$ cat src/rtl/ccip_std_afu_if.sv
// ccip_std_afu_if: CCI-P style MMIO and memory channel bundle between shim and AFU
interface ccip_std_afu_if;
  logic [1:0]   pwr_state;
  logic         error;
  logic         mmio_req_valid;
  logic         mmio_req_write;
  logic [15:0]  mmio_req_addr;
  logic [63:0]  mmio_req_data;
  logic [8:0]   mmio_req_tid;
  logic         mmio_rsp_valid;
  logic [8:0]   mmio_rsp_tid;
  logic [63:0]  mmio_rsp_data;
  logic         rd_req_valid;
  logic [41:0]  rd_req_addr;
  logic [15:0]  rd_req_mdata;
  logic         rd_almfull;
  logic         rd_rsp_valid;
  logic [15:0]  rd_rsp_mdata;
  logic [511:0] rd_rsp_data;
  logic         wr_req_valid;
  logic [41:0]  wr_req_addr;
  logic [15:0]  wr_req_mdata;
  logic [511:0] wr_req_data;
  logic         wr_almfull;
  logic         wr_rsp_valid;
  logic [15:0]  wr_rsp_mdata;
  modport master (
    output pwr_state, error, mmio_req_valid, mmio_req_write, mmio_req_addr, mmio_req_data,
           mmio_req_tid, rd_almfull, rd_rsp_valid, rd_rsp_mdata, rd_rsp_data, wr_almfull,
           wr_rsp_valid, wr_rsp_mdata,
    input  mmio_rsp_valid, mmio_rsp_tid, mmio_rsp_data, rd_req_valid, rd_req_addr,
           rd_req_mdata, wr_req_valid, wr_req_addr, wr_req_mdata, wr_req_data
  );
  modport slave (
    input  pwr_state, error, mmio_req_valid, mmio_req_write, mmio_req_addr, mmio_req_data,
           mmio_req_tid, rd_almfull, rd_rsp_valid, rd_rsp_mdata, rd_rsp_data, wr_almfull,
           wr_rsp_valid, wr_rsp_mdata,
    output mmio_rsp_valid, mmio_rsp_tid, mmio_rsp_data, rd_req_valid, rd_req_addr,
           rd_req_mdata, wr_req_valid, wr_req_addr, wr_req_mdata, wr_req_data
  );
endinterface

$ cat src/rtl/ccip_std_afu.sv
// ccip_std_afu: MMIO CSR block plus a one-line-at-a-time cache-line copy engine
module ccip_std_afu #(
  parameter logic [63:0] AFU_ID_L = 64'h0,
  parameter logic [63:0] AFU_ID_H = 64'h0
) (
  input logic CLK,
  input logic RST_N,
  ccip_std_afu_if.slave bus
);
  typedef enum logic [2:0] {IDLE, RD_REQ, RD_WAIT, WR_REQ, WR_WAIT, DONE} state_t;
  state_t       state_q, state_d;
  logic [41:0]  src_q, src_d, dst_q, dst_d;
  logic [31:0]  num_q, num_d, i_q, i_d, cnt_q, cnt_d;
  logic         done_q, done_d, err_q, err_d;
  logic [511:0] data_q, data_d;
  logic         rsp_valid_q;
  logic [8:0]   rsp_tid_q;
  logic [63:0]  rsp_data_q, rdata;
  logic [14:0]  idx;
  logic         wr_en, idle, busy, start, mem_ok, rd_go, wr_go, rd_hit, wr_hit;
  assign idx    = bus.mmio_req_addr[15:1];
  assign idle   = state_q == IDLE;
  assign busy   = !idle;
  assign wr_en  = bus.mmio_req_valid && bus.mmio_req_write;
  assign start  = wr_en && idx == 15'd7 && bus.mmio_req_data[0] && idle && !bus.error;
  assign mem_ok = bus.pwr_state == 2'b00;
  assign rd_go  = state_q == RD_REQ && !bus.rd_almfull && mem_ok;
  assign wr_go  = state_q == WR_REQ && !bus.wr_almfull && mem_ok;
  assign rd_hit = state_q == RD_WAIT && bus.rd_rsp_valid && bus.rd_rsp_mdata == i_q[15:0];
  assign wr_hit = state_q == WR_WAIT && bus.wr_rsp_valid && bus.wr_rsp_mdata == i_q[15:0];
  assign bus.rd_req_valid   = rd_go;
  assign bus.rd_req_addr    = src_q + {10'd0, i_q};
  assign bus.rd_req_mdata   = i_q[15:0];
  assign bus.wr_req_valid   = wr_go;
  assign bus.wr_req_addr    = dst_q + {10'd0, i_q};
  assign bus.wr_req_mdata   = i_q[15:0];
  assign bus.wr_req_data    = data_q;
  assign bus.mmio_rsp_valid = rsp_valid_q;
  assign bus.mmio_rsp_tid   = rsp_tid_q;
  assign bus.mmio_rsp_data  = rsp_data_q;
  // CSR read mux; STATUS reflects the live engine state
  always_comb begin
    rdata = '0;
    case (idx)
      15'd0:   rdata = 64'h1000_0100_0000_0000;
      15'd1:   rdata = AFU_ID_L;
      15'd2:   rdata = AFU_ID_H;
      15'd4:   rdata = {22'd0, src_q};
      15'd5:   rdata = {22'd0, dst_q};
      15'd6:   rdata = {32'd0, num_q};
      15'd8:   rdata = {cnt_q, 29'd0, err_q, done_q, busy};
      default: rdata = '0;
    endcase
  end
  // Copy FSM next state, CSR writes and counters; an error abort overrides everything
  always_comb begin
    state_d = state_q;
    src_d   = wr_en && idle && idx == 15'd4 ? bus.mmio_req_data[41:0] : src_q;
    dst_d   = wr_en && idle && idx == 15'd5 ? bus.mmio_req_data[41:0] : dst_q;
    num_d   = wr_en && idle && idx == 15'd6 ? bus.mmio_req_data[31:0] : num_q;
    i_d     = i_q;
    cnt_d   = cnt_q;
    done_d  = done_q;
    err_d   = err_q;
    data_d  = data_q;
    case (state_q)
      IDLE: if (start) begin
        state_d = num_q == 32'd0 ? DONE : RD_REQ;
        i_d     = '0;
        cnt_d   = '0;
        done_d  = 1'b0;
        err_d   = 1'b0;
      end
      RD_REQ:  state_d = rd_go ? RD_WAIT : RD_REQ;
      RD_WAIT: if (rd_hit) begin
        state_d = WR_REQ;
        data_d  = bus.rd_rsp_data;
      end
      WR_REQ:  state_d = wr_go ? WR_WAIT : WR_REQ;
      WR_WAIT: if (wr_hit) begin
        state_d = i_q + 32'd1 == num_q ? DONE : RD_REQ;
        i_d     = i_q + 32'd1;
        cnt_d   = cnt_q + 32'd1;
      end
      DONE: begin
        state_d = IDLE;
        done_d  = 1'b1;
      end
      default: state_d = IDLE;
    endcase
    if (!idle && bus.error) begin
      state_d = IDLE;
      err_d   = 1'b1;
      done_d  = 1'b0;
    end
  end
  // State registers, async cleared so a mid-copy reset stops requests at once
  always_ff @(posedge CLK or negedge RST_N) begin
    if (!RST_N) begin
      state_q     <= IDLE;
      src_q       <= '0;
      dst_q       <= '0;
      num_q       <= '0;
      i_q         <= '0;
      cnt_q       <= '0;
      done_q      <= 1'b0;
      err_q       <= 1'b0;
      data_q      <= '0;
      rsp_valid_q <= 1'b0;
      rsp_tid_q   <= '0;
      rsp_data_q  <= '0;
    end else begin
      state_q     <= state_d;
      src_q       <= src_d;
      dst_q       <= dst_d;
      num_q       <= num_d;
      i_q         <= i_d;
      cnt_q       <= cnt_d;
      done_q      <= done_d;
      err_q       <= err_d;
      data_q      <= data_d;
      rsp_valid_q <= bus.mmio_req_valid && !bus.mmio_req_write;
      rsp_tid_q   <= bus.mmio_req_tid;
      rsp_data_q  <= rdata;
    end
  end
endmodule

$ cat src/flat_wrapper.sv
// flat-port wrapper written by rule: the top's interface ports become plain ports
module ccip_std_afu_flat 
#(
  parameter logic [63:0] AFU_ID_L = 64'h0,
  parameter logic [63:0] AFU_ID_H = 64'h0
)
  (CLK, RST_N, bus_pwr_state, bus_error, bus_mmio_req_valid, bus_mmio_req_write, bus_mmio_req_addr, bus_mmio_req_data, bus_mmio_req_tid, bus_rd_almfull, bus_rd_rsp_valid, bus_rd_rsp_mdata, bus_rd_rsp_data, bus_wr_almfull, bus_wr_rsp_valid, bus_wr_rsp_mdata, bus_mmio_rsp_valid, bus_mmio_rsp_tid, bus_mmio_rsp_data, bus_rd_req_valid, bus_rd_req_addr, bus_rd_req_mdata, bus_wr_req_valid, bus_wr_req_addr, bus_wr_req_mdata, bus_wr_req_data);
  ccip_std_afu_if bus_i ();
  input logic CLK;
  input logic RST_N;
  input wire logic [$bits(bus_i.pwr_state)-1:0] bus_pwr_state;
  input wire logic [$bits(bus_i.error)-1:0] bus_error;
  input wire logic [$bits(bus_i.mmio_req_valid)-1:0] bus_mmio_req_valid;
  input wire logic [$bits(bus_i.mmio_req_write)-1:0] bus_mmio_req_write;
  input wire logic [$bits(bus_i.mmio_req_addr)-1:0] bus_mmio_req_addr;
  input wire logic [$bits(bus_i.mmio_req_data)-1:0] bus_mmio_req_data;
  input wire logic [$bits(bus_i.mmio_req_tid)-1:0] bus_mmio_req_tid;
  input wire logic [$bits(bus_i.rd_almfull)-1:0] bus_rd_almfull;
  input wire logic [$bits(bus_i.rd_rsp_valid)-1:0] bus_rd_rsp_valid;
  input wire logic [$bits(bus_i.rd_rsp_mdata)-1:0] bus_rd_rsp_mdata;
  input wire logic [$bits(bus_i.rd_rsp_data)-1:0] bus_rd_rsp_data;
  input wire logic [$bits(bus_i.wr_almfull)-1:0] bus_wr_almfull;
  input wire logic [$bits(bus_i.wr_rsp_valid)-1:0] bus_wr_rsp_valid;
  input wire logic [$bits(bus_i.wr_rsp_mdata)-1:0] bus_wr_rsp_mdata;
  output wire logic [$bits(bus_i.mmio_rsp_valid)-1:0] bus_mmio_rsp_valid;
  output wire logic [$bits(bus_i.mmio_rsp_tid)-1:0] bus_mmio_rsp_tid;
  output wire logic [$bits(bus_i.mmio_rsp_data)-1:0] bus_mmio_rsp_data;
  output wire logic [$bits(bus_i.rd_req_valid)-1:0] bus_rd_req_valid;
  output wire logic [$bits(bus_i.rd_req_addr)-1:0] bus_rd_req_addr;
  output wire logic [$bits(bus_i.rd_req_mdata)-1:0] bus_rd_req_mdata;
  output wire logic [$bits(bus_i.wr_req_valid)-1:0] bus_wr_req_valid;
  output wire logic [$bits(bus_i.wr_req_addr)-1:0] bus_wr_req_addr;
  output wire logic [$bits(bus_i.wr_req_mdata)-1:0] bus_wr_req_mdata;
  output wire logic [$bits(bus_i.wr_req_data)-1:0] bus_wr_req_data;
  assign bus_i.pwr_state = bus_pwr_state;
  assign bus_i.error = bus_error;
  assign bus_i.mmio_req_valid = bus_mmio_req_valid;
  assign bus_i.mmio_req_write = bus_mmio_req_write;
  assign bus_i.mmio_req_addr = bus_mmio_req_addr;
  assign bus_i.mmio_req_data = bus_mmio_req_data;
  assign bus_i.mmio_req_tid = bus_mmio_req_tid;
  assign bus_i.rd_almfull = bus_rd_almfull;
  assign bus_i.rd_rsp_valid = bus_rd_rsp_valid;
  assign bus_i.rd_rsp_mdata = bus_rd_rsp_mdata;
  assign bus_i.rd_rsp_data = bus_rd_rsp_data;
  assign bus_i.wr_almfull = bus_wr_almfull;
  assign bus_i.wr_rsp_valid = bus_wr_rsp_valid;
  assign bus_i.wr_rsp_mdata = bus_wr_rsp_mdata;
  assign bus_mmio_rsp_valid = bus_i.mmio_rsp_valid;
  assign bus_mmio_rsp_tid = bus_i.mmio_rsp_tid;
  assign bus_mmio_rsp_data = bus_i.mmio_rsp_data;
  assign bus_rd_req_valid = bus_i.rd_req_valid;
  assign bus_rd_req_addr = bus_i.rd_req_addr;
  assign bus_rd_req_mdata = bus_i.rd_req_mdata;
  assign bus_wr_req_valid = bus_i.wr_req_valid;
  assign bus_wr_req_addr = bus_i.wr_req_addr;
  assign bus_wr_req_mdata = bus_i.wr_req_mdata;
  assign bus_wr_req_data = bus_i.wr_req_data;
  ccip_std_afu #(.AFU_ID_L(AFU_ID_L), .AFU_ID_H(AFU_ID_H)) u_core (.CLK(CLK), .RST_N(RST_N), .bus(bus_i));
endmodule
$ cat config.mk
export PLATFORM = sky130hd
export DESIGN_NAME = ccip_std_afu_flat
export DESIGN_NICKNAME = d
export VERILOG_FILES = /design/src/rtl/ccip_std_afu_if.sv /design/src/rtl/ccip_std_afu.sv /design/src/flat_wrapper.sv
export SDC_FILE = /design/constraint.sdc
export NUM_CORES = 1
export LEC_CHECK = 0
export CAP_MARGIN = 15
export CORE_AREA = 8 8 517 519
export DETAILED_ROUTE_END_ITERATION = 10
export DIE_AREA = 0 0 525 527
export GPL_TIMING_DRIVEN = 0
export RECOVER_POWER = 100
export SYNTH_ARGS = -nofsm -noshare
export SYNTH_HDL_FRONTEND = slang
export SYNTH_SLANG_ARGS = --single-unit
$ cat constraint.sdc
create_clock -name CLK -period 7.9 [get_ports CLK]
set_input_delay 0.79 -clock CLK [delete_from_list [all_inputs] [get_ports CLK]]
set_output_delay 0.79 -clock CLK [all_outputs]
set_load 0.005 [all_outputs]
==> summary.md <==
| Metric | Value |
|---|---|
| Status | `finished with violations` |
| Failing checks | `max-capacitance violations, max-slew violations` |
| Least-Margin Pin Slew | `4.35 ns` |
| Cells on Worst Hold Path | `1` |
| Synth-to-Final Area Change | `60.8%` |
| DP Cell Count | `7503` |
| Synth top area cells | `dfrtp_1 (55%), mux2_2 (20%), xnor2_1 (2.5%), ha_1 (2.3%), xor2_1 (1.6%)` |
| Largest net degree at the start of global routing | `about 120` |
| Fin nets | `between 4k and 5k` |
| Setup WS post-layout | `0.942 ns` |
| R2R Path End | `u_core.i_q[27]$_DFFE_PN0P_` |
| DRC Markers | `0` |
| MaxCap Viol Count | `9` |
| Register share of total power | `between 40% and 50%` |
| DRT iter0 DRCs | `2319` |
| Hold_sp | `u_core.bus.wr_req_data[502]$_DFFE_PN0P_` |
| Cell accounting for the most synthesized area | `dfrtp_1` |
| Total die area | `277000 sq um` |
| Synth Cell Area | `35200 sq um` |
| Max Clock Freq | `144 MHz` |
| R2R setup slack | `about 0.94 ns` |
| Final worst path period share | `88.1%` |
| Setup Crit Path Kind | `flip-flop to flip-flop` |
| Std cell rows | `187` |
| Avg Vias per Cell | `a little under 4` |
| Synthesized area per cell | `12.7 sq um` |
| Crit end category | `flip-flop` |
| Slew headroom | `-190%` |
| Worst r2r path cells | `11` |
| HP Class | `flip-flop to flip-flop` |
| Synth Warn # | `0` |
| Sw frac | `23.9%` |
| Minimum clock period | `6.96 ns` |
| Total track usage | `18.5%` |
| Top cells by count, synth | `dfrtp_1 (771), mux2_2 (625), nor2_1 (105)` |
| Core Region | `259000 sq um` |
| CTS tree | `built` |
| Root Driver | `clkbuf_16` |
| Final Core Density | `21.9%` |
| Leakage | `27.3 nW` |
| CP required | `roughly 8.6 ns` |
| TNS Setup | `0 ns` |
| Synth top area share | `54.9%` |
| Hold Fails Final Rpt | `0` |
| Clock Skews | `between 0.07 and 0.08 ns` |
| CP arrival | `7.62 ns` |
| Wire per inst | `34.5 um` |
| Hpwl dp | `231000 um` |
| End of the worst hold path | `u_core.bus.wr_req_data[502]$_DFFE_PN0P_` |
| FF-to-FF Start | `u_core.i_q[9]$_DFFE_PN0P_` |
| Share of post-route cells with drive strength above 1 | `around a fifth` |
| CTS H-tree lvls | `3` |
| Final-layout fill cell count | `27.7k` |
| CTS sink count | `771` |
| Antenna violations before repair | `between 150 and 200` |
| Vias in the first global route | `around 31k` |
| Final setup vio count | `0` |
| Sequential area share after synthesis | `a little over half` |
| Worst skew pair latency | `0.76 ns` |
| RSZ-0062 raised after global routing | `false` |
| Synth cell types | `74` |
| Final slew viol count | `436` |
| Pre-antenna DRT Iters | `7` |
| Power Dens Cells | `170 nW/um^2` |
| DRT antenna net count | `0` |
| Setup bufs post-CTS | `0` |
| Worst-path clk slew | `roughly 0.060 ns` |
| Synthesized Nets | `3476` |
| Sequential cell area | `19300 sq um` |
| Largest fanout on the critical path | `10` |
| Ports | `~1.3k` |
| DRT Wirelength | `267000 um` |
| Count leader, synth | `dfrtp_1` |
| Final Non-Filler Cells | `~7.7k` |
| Prevailing post-synth register cell | `dfrtp_1` |
| Mapped Cells | `2764` |
| Grt ovf | `0` |
| Ys async rst share | `100%` |
| Die Ht | `approximately 530 um` |
| CP Launch Point | `u_core.i_q[9]$_DFFE_PN0P_` |
| Post-Place Worst Slack | `1.94 ns` |
| Longest Clk Path Bufs | `3` |
| Cell-internal power | `7.32 mW` |
| Port buffer count | `1324` |
| Die W | `525 um` |
| NetSw | `2.30 mW` |
| Clock Power Share | `between 50 and 60%` |
| DR vias | `roughly 31k` |
| Yosys reg bits | `771` |
| Peak VDD IR | `0.000149 V` |
| Startpoint Class | `flip-flop` |
| Worst hold slack | `0.496 ns` |
| Post-synth EDFFs | `0` |
| Effective utilization at floorplan | `13.6%` |
| Combinational power share | `5.0%` |
| Gpl congestion | `around 0.94` |
| Inserted Clock Buffers | `102` |
| First-pass GRT wire length | `340000 um` |
| Multi-input gate area | `roughly 15000 sq um` |
-- routing by layer --
layer	vias to the layer above	global-route usage (%)	wire length [um]
met5	-	0	401
met4	60	10.3	19200
met3	456	7.92	26600
met2	1631	29.8	121000
met1	15400	20.6	100000
li1	12900	-	-
-- power groups by stage --
| stage | sequential, mW | clock, mW | combinational [mW] |
|---|---|---|---|
| 2_1_floorplan | 4.03 | 0 | 0.0149 |
| 3_3_place_gp | 4.04 | 0 | 0.481 |
| 3_5_place_dp | 4.03 | 0 | 0.499 |
| 4_1_cts | 3.95 | 5.36 | 0.504 |
| 5_1_grt | 3.95 | 5.46 | 0.517 |
| 6_report | 3.95 | 5.18 | 0.484 |
-- cell type report --
cell class                      count  area share (%)
Sequential cell                   771            34.1
Multi-Input combinational cell   1738            25.8
Timing Repair Buffer             1338            23.7
Tap cell                         3402            7.53
Clock buffer                      134            5.10
Buffer                            174            1.51
Clock inverter                     54            1.46
Inverter                           81           0.538
Antenna cell                       48           0.212
-- state kept, by name, summed over array words and instances (netlist names) --
| register | count |
|---|---|
| u_core.err_q | 1 |
| u_core.i_q | 32 |
| u_core.src_q | 42 |
| u_core.cnt_q | 32 |
| u_core.dst_q | 42 |
| u_core.bus.mmio_rsp_tid | 9 |
| u_core.bus.mmio_rsp_data | 64 |
| u_core.num_q | 32 |
| u_core.bus.wr_req_data | 512 |
| u_core.state_q | 3 |
| u_core.done_q | 1 |
| u_core.bus.mmio_rsp_valid | 1 |
-- cells in the final DEF (no fill, tap or decap), drive strengths merged, types with 6 or more instances in the layout --
cell type / instances
a211oi: 10
a21o: 28
a21oi: 90
a222oi: 41
a31oi: 18
and2: 31
and3: 26
and4: 17
buf: 43
bufinv: 15
clkbuf: 277
clkdlybuf4s50: 632
clkinv: 27
clkinvlp: 6
dfrtp: 771
diode: 48
dlygate4sd3: 692
ha: 66
inv: 87
mux2: 625
mux2i: 9
nand2: 96
nand2b: 11
nand3: 55
nand3b: 7
nand4: 24
nor2: 105
nor2b: 15
nor3: 39
nor4: 31
o211ai: 12
o21a: 13
o21ai: 91
o21bai: 8
o31ai: 27
or3: 9
xnor2: 102
xor2: 64
-- critical path: stages (launching register included) --
cell      delay (ns)
dfrtp_1         0.78
clkbuf_1        0.85
xor2_1          0.14
nor4_1          1.50
nand3_1         0.17
nor4b_1         1.68
nand3_1         0.47
clkbuf_1        0.42
clkbuf_1        0.44
nor2_1          0.18
o21ai_0         0.09
o31ai_1         0.11
-- how the worst max path moves through the flow --
stage	to	slack (ns)	cells past startpoint
floorplan	bus_wr_req_addr[30]	4.44	11
global placement	u_core.bus.wr_req_data[2]$_DFFE_PN0P_	-32.29	1
detailed placement	bus_rd_req_addr[39]	1.94	12
CTS	bus_rd_req_addr[39]	1.02	12
global route	u_core.bus.wr_req_data[95]$_DFFE_PN0P_	0.56	4
finish	u_core.i_q[27]$_DFFE_PN0P_	0.94	11
-- cells by family (layout without fill, tap and decap cells) --
kind of cell,count (synthesis),in the layout,synth area share [%]
compound gates,380,380,7.29
other cells,0,48,0
xor+xnor,166,166,4.13
simple gates,490,490,7.46
fa+ha+maj,68,68,2.46
mux,634,634,20.3
buf+inv,255,1781,3.52
flops,771,771,54.9
-- through the flow --
stage / power (mW) / area (sq um)
floorplan: 4.04 / 35200
global placement: 4.52 / 52700
detailed placement: 4.53 / 53000
CTS: 9.82 / 56700
global route: 9.93 / 56500
finish: 9.62 / 56600
-- timing repair --
item / 4_1_cts / 5_1_grt
gates resized for setup: 0 / 0
endpoints found under the hold margin: 13 / 0
hold buffers: 1 / 0
No activity file was read; power rests on OpenSTA's default activity.
==> edit 1 (same flow settings) <==
`i_q`, `data_q` and `rsp_data_q` no longer have a reset.
--- a/src/rtl/ccip_std_afu.sv
+++ b/src/rtl/ccip_std_afu.sv
@@ -102,12 +102,9 @@
       dst_q       <= '0;
       num_q       <= '0;
-      i_q         <= '0;
       cnt_q       <= '0;
       done_q      <= 1'b0;
       err_q       <= 1'b0;
-      data_q      <= '0;
       rsp_valid_q <= 1'b0;
       rsp_tid_q   <= '0;
-      rsp_data_q  <= '0;
     end else begin
       state_q     <= state_d;
@@ -115,13 +112,16 @@
       dst_q       <= dst_d;
       num_q       <= num_d;
-      i_q         <= i_d;
       cnt_q       <= cnt_d;
       done_q      <= done_d;
       err_q       <= err_d;
-      data_q      <= data_d;
       rsp_valid_q <= bus.mmio_req_valid && !bus.mmio_req_write;
       rsp_tid_q   <= bus.mmio_req_tid;
-      rsp_data_q  <= rdata;
     end
+  end
+
+  always_ff @(posedge CLK) begin
+    i_q        <= i_d;
+    data_q     <= data_d;
+    rsp_data_q <= rdata;
   end
 endmodule
Function: changed (Yosys sat finds a counterexample within 4 cycles, from zero or initial values and one cycle with RST_N low).
==> edit 1 against the unedited design <==
  * Setup slack got worse by 0.55 ns
  * Routed wire length decreased by 3.8%
  * Area after synthesis is 12% lower
  * Via count is 14% lower
  * Power grew 3.1%
  * Final area down 7.0%
  * The run still ends with capacitance limit, slew limit left
  * Largest power group unchanged
  * Synthesized cell count decreased by 24%
  * Sequential cell count did not move
==> edit 1: results (changes against the unedited design) <==
qor: worst_setup_path.cell_with_the_largest_stage_delay_on_the_worst_path sky130_fd_sc_hd__edfxtp_1 [was sky130_fd_sc_hd__nor4b_1]
qor: clock_tree.tritoncts_buffer_count 107 [was 102]
qor: timing.slew_violations 323 [was 436]
qor: global_route.use_met2 32.1% [was 29.8%]
qor: worst_setup_path.r2r.worst_path.cells 10 [was 11]
qor: power.seq-power 0.00435 W [was 0.00395 W]
qor: placed_design.routabilityCongestion 0.890 [was 0.936]
qor: min_path.worst_hold_path.endpoint u_core.bus.mmio_rsp_data[55]$_DFF_P_ [was u_core.bus.wr_req_data[502]$_DFFE_PN0P_]
qor: routing.avgViaCountPerCell 3.66 [was 3.94]
qor: outcome.violated_checks capacitance limit, slew limit [unchanged]
qor: global_route.vias_in_the_first_global_route 25,900 [was 31,300]
qor: worst_setup_path.crit_path_max_incr_delay 0.78 ns [was 1.68 ns]
qor: outcome.status complete, but fails checks [unchanged]
qor: worst_setup_path.cp_max_fo 6 [was 10]
qor: timing.max_clock_freq 133 MHz [was 144 MHz]
qor: worst_setup_path.r2r_setup_slack 0.44 ns [was 0.94 ns]
qor: placed_design.place_inst 6,844 [was 7,503]
qor: timing.pin_slew_with_the_least_headroom_to_its_limit 4.16 ns [was 4.35 ns]
qor: worst_setup_path.timing.critical_path.to bus_wr_req_addr[36] [was u_core.i_q[27]$_DFFE_PN0P_]
qor: flow_run.cap_violations 7 [was 9]
qor: worst_setup_path.critical_path_start u_core.i_q[1]$_SDFFCE_PN0P_ [was u_core.i_q[9]$_DFFE_PN0P_]
qor: global_route.grt_first_pass_wirelength 316,000 um [was 340,000 um]
qor: timing.finClkSkew 0.0704 ns [was 0.0739 ns]
qor: placed_design.dp_slack 1.23 ns [was 1.94 ns]
qor: synth.yosys.area_share.xor_xnor 4.86% [was 4.13%]
qor: worst_setup_path.reg2reg_from u_core.state_q[1]$_DFFE_PN0P_ [was u_core.i_q[9]$_DFFE_PN0P_]
qor: synth.number_of_different_library_cells_in_the_post_synthesis_netlist 77 [was 74]
qor: synth.synth_enable_flop_cells 544 [was 0]
## edit 1: cell types whose count changed in the layout (fill, tap and decap cells not counted), sizes merged, moves of 24 or more
cell           unedited run  this run
dfxtp                     0        64
diode                    48       138
o21ai                    91        46
clkbuf                  277       237
mux2                    625       115
edfxtp                    0       544
dlygate4sd3             692      1208
dfrtp                   771       163
o31ai                    27         3
clkdlybuf4s50           632       116
## edit 1: cell type report
class	instances	area [um^2]
buffer	109	536
timing repair buffer	1345	13500
tap	3402	4260
antenna	138	345
multi-input combinational	1150	8390
fill	27600	206000
sequential	771	21700
clock buffer	139	2970
inverter	68	255
clock inverter	63	689
## edit 1: routing by layer
layer | up-vias | share of wire [%] | wire [um]
met5 | - | 0.14 | 355
met4 | 60 | 2.6 | 6580
met3 | 417 | 11 | 29400
met2 | 1619 | 51 | 131000
met1 | 13200 | 35 | 89900
li1 | 11000 | - | -
## edit 1: what timing repair did
item | CTS | global route
setup buffers | 0 | 0
hold endpoints to repair | 50 | 0
hold buffers | 1 | 0
==> edit 2 (config.mk and constraints unchanged) <==
Made on the original files. Re-encode `state_t` (6 states) as one-hot, 6 bits wide.
--- a/src/rtl/ccip_std_afu.sv
+++ b/src/rtl/ccip_std_afu.sv
@@ -8,5 +8,5 @@
   ccip_std_afu_if.slave bus
 );
-  typedef enum logic [2:0] {IDLE, RD_REQ, RD_WAIT, WR_REQ, WR_WAIT, DONE} state_t;
+  typedef enum logic [5:0] {IDLE = 6'b000001, RD_REQ = 6'b000010, RD_WAIT = 6'b000100, WR_REQ = 6'b001000, WR_WAIT = 6'b010000, DONE = 6'b100000} state_t;
   state_t       state_q, state_d;
   logic [41:0]  src_q, src_d, dst_q, dst_d;
Formal check against the unedited RTL: same outputs for any inputs over 4 cycles, from zero or initial values and one cycle with RST_N low; so few cycles prove little.
==> edit 2 against the unedited design <==
  * Routed wire length decreased by 5.4%
  * Sequential cell count increased by 3
  * Synthesized cell count increased by 42%
  * Area after synthesis increased by 1.5%
  * Setup slack got worse by 0.66 ns
  * Clock skew decreased by 0.042 ns
  * Final area increased by 0.95%
  * Register-to-register slack improved by 1.3 ns
  * Power increased by 0.48%
  * Die area unchanged
  * The run still ends with capacitance limit, slew limit left
==> edit 2: results (changes against the unedited design) <==
qor: worst_setup_path.crit_path_max_incr_delay 0.96 ns [was 1.68 ns]
qor: outcome.violated_checks capacitance limit, slew limit [unchanged]
qor: synth.synthTopCellsByArea sky130_fd_sc_hd__dfrtp_1 54%, sky130_fd_sc_hd__nand2_1 17%, sky130_fd_sc_hd__mux2_2 3.6% [was sky130_fd_sc_hd__dfrtp_1 55%, sky130_fd_sc_hd__mux2_2 20%, sky130_fd_sc_hd__xnor2_1 2.5%]
qor: placed_design.dp_slack 0.694 ns [was 1.94 ns]
qor: routing.route.met2.wl 124,000 um [was 121,000 um]
qor: global_route.use_met2 30.7% [was 29.8%]
qor: placed_design.place_hpwl 218,000 um [was 231,000 um]
qor: worst_setup_path.cell_with_the_largest_stage_delay_on_the_worst_path sky130_fd_sc_hd__dlygate4sd3_1 [was sky130_fd_sc_hd__nor4b_1]
qor: power.netSwitchingPower 0.00231 W [was 0.00230 W]
qor: power.power.ir.vdd_worst 0.177 mV [was 0.149 mV]
qor: final_layout.n_fill_cell 28,200 [was 27,700]
qor: timing.pin_slew_with_the_least_headroom_to_its_limit 4.38 ns [was 4.35 ns]
qor: routing.drt-met1-wl 95,800 um [was 100,000 um]
qor: synth.post_synth_most_frequent_cells 1,630 x sky130_fd_sc_hd__nand2_1, 773 x sky130_fd_sc_hd__dfrtp_1, 172 x sky130_fd_sc_hd__clkbuf_1 [was 771 x sky130_fd_sc_hd__dfrtp_1, 625 x sky130_fd_sc_hd__mux2_2, 105 x sky130_fd_sc_hd__nor2_1]
qor: global_route.vias_in_the_first_global_route 35,900 [was 31,300]
qor: routing.dr_wl_met3 23,900 um [was 26,600 um]
qor: placed_design.routabilityCongestion 0.950 [was 0.936]
qor: synth.mappedNetlistNets 4,628 [was 3,476]
qor: global_route.use_met3 6.49% [was 7.92%]
qor: routing.drt_first_iter_violations 2,602 [was 2,319]
qor: worst_setup_path.cp_max_fo 7 [was 10]
qor: synth.synthCells 3,916 [was 2,764]
qor: final_layout.final_layout_size_suffix_gt1_share 7.00% [was 20.7%]
qor: outcome.status complete, but fails checks [unchanged]
qor: flow_run.cap_violations 6 [was 9]
qor: placed_design.placed_cell_area 0.0536 mm^2 [was 0.0530 mm^2]
qor: timing.finClkSkew 0.0323 ns [was 0.0739 ns]
qor: global_route.grt_usage 17.5% [was 18.5%]
qor: final_layout.layout.cells.non_filler 8,861 [was 7,740]
qor: placed_design.place_inst 8,658 [was 7,503]
qor: global_route.global_route.usage.met1 19.7% [was 20.6%]
qor: placed_design.buffer_ports.inserted 1,322 [was 1,324]
qor: timing.slew_violations 288 [was 436]
qor: worst_setup_path.crit_path_arrival_time 6.83 ns [was 7.62 ns]
qor: global_route.grt_first_pass_wirelength 335,000 um [was 340,000 um]
qor: synth.share_of_the_yosys_chip_area_belonging_to_registers 54.2% [was 54.9%]
qor: routing.avgViaCountPerCell 3.95 [was 3.94]
qor: global_route.antenna_found_initial 78 [was 165]
qor: routing.wire_per_inst 28.5 um [was 34.5 um]
==> edit 2: area by class of cell <==
class	count	area, um^2	share of cell area, %
Sequential cell	774	19400	33.9
Multi-Input combinational cell	2856	15100	26.4
Timing Repair Buffer	1341	13500	23.6
Tap cell	3402	4260	7.46
Clock buffer	131	2830	4.96
Buffer	236	1070	1.87
Clock inverter	56	808	1.42
Inverter	50	188	0.329
Antenna cell	15	37.5	0.0657
==> edit 2: final timing paths <==
kind                                                       startpoint  slack [ns]                                 endpoint  depth (start not counted)
worst max-delay path                        u_core.i_q[1]$_DFFE_PN0P_        0.28                      bus_rd_req_addr[38]                         13
worst min-delay path            u_core.bus.wr_req_data[8]$_DFFE_PN0P_        0.46    u_core.bus.wr_req_data[8]$_DFFE_PN0P_                          2
worst max register to register          u_core.state_q[0]$_DFFE_PN1P_        2.23             u_core.cnt_q[31]$_DFFE_PN0P_                         10
worst min register to register  u_core.bus.wr_req_data[8]$_DFFE_PN0P_        0.46    u_core.bus.wr_req_data[8]$_DFFE_PN0P_                          2
max in group asynchronous                                       RST_N        1.19  u_core.bus.wr_req_data[320]$_DFFE_PN0P_                          5
min in group asynchronous                                       RST_N        2.15   u_core.bus.wr_req_data[31]$_DFFE_PN0P_                          2
==> edit 2: worst max-delay path: cells and delay by family, from the launching register on <==
family	cells	cell delay, ns
compound gates	5	2.54
buf+inv	3	1.81
flops	1	0.57
fa+ha+maj	1	0.50
simple gates	3	0.45
xor+xnor	1	0.18
==> edit 2: metrics by stage <==
step	power, W	util (%)
floorplan	0.00411	-
global placement	0.00463	20.6
detailed placement	0.00464	20.7
CTS	0.00985	22.1
global route	0.0100	22.1
finish	0.00967	22.1
==> edit 2: timing repair <==
item / 4_1_cts / 5_1_grt
gates cloned: 0 / 0
setup endpoints to repair: 4 / 1
hold buffers: 1 / 0
gates resized for setup: 1 / 1
hold endpoints to repair: 70 / 0
pin swaps: 0 / 0
==> edit 2: logic make-up (layout without fill, tap and decap cells) <==
| logic type | count (synthesis) | count (layout) | synth area share [%] |
|---|---|---|---|
| and+or+nand+nor | 2093 | 2093 | 24.3 |
| DFF | 774 | 774 | 54.2 |
| AOI/OAI and AO/OA | 379 | 379 | 6.80 |
| buffers and inverters | 286 | 1814 | 3.55 |
| xor gates and xnor gates | 165 | 165 | 4.09 |
| muxes | 151 | 151 | 4.64 |
| adders and majority gates | 68 | 68 | 2.42 |
| other | 0 | 15 | 0 |
==> edit 2: power by group through the flow <==
stage          clock [W]  sequential, W  combinational, W
2_1_floorplan          0        0.00405         0.0000629
3_3_place_gp           0        0.00407          0.000563
3_5_place_dp           0        0.00405          0.000583
4_1_cts          0.00528        0.00398          0.000587
5_1_grt          0.00543        0.00398          0.000600
6_report         0.00512        0.00398          0.000564
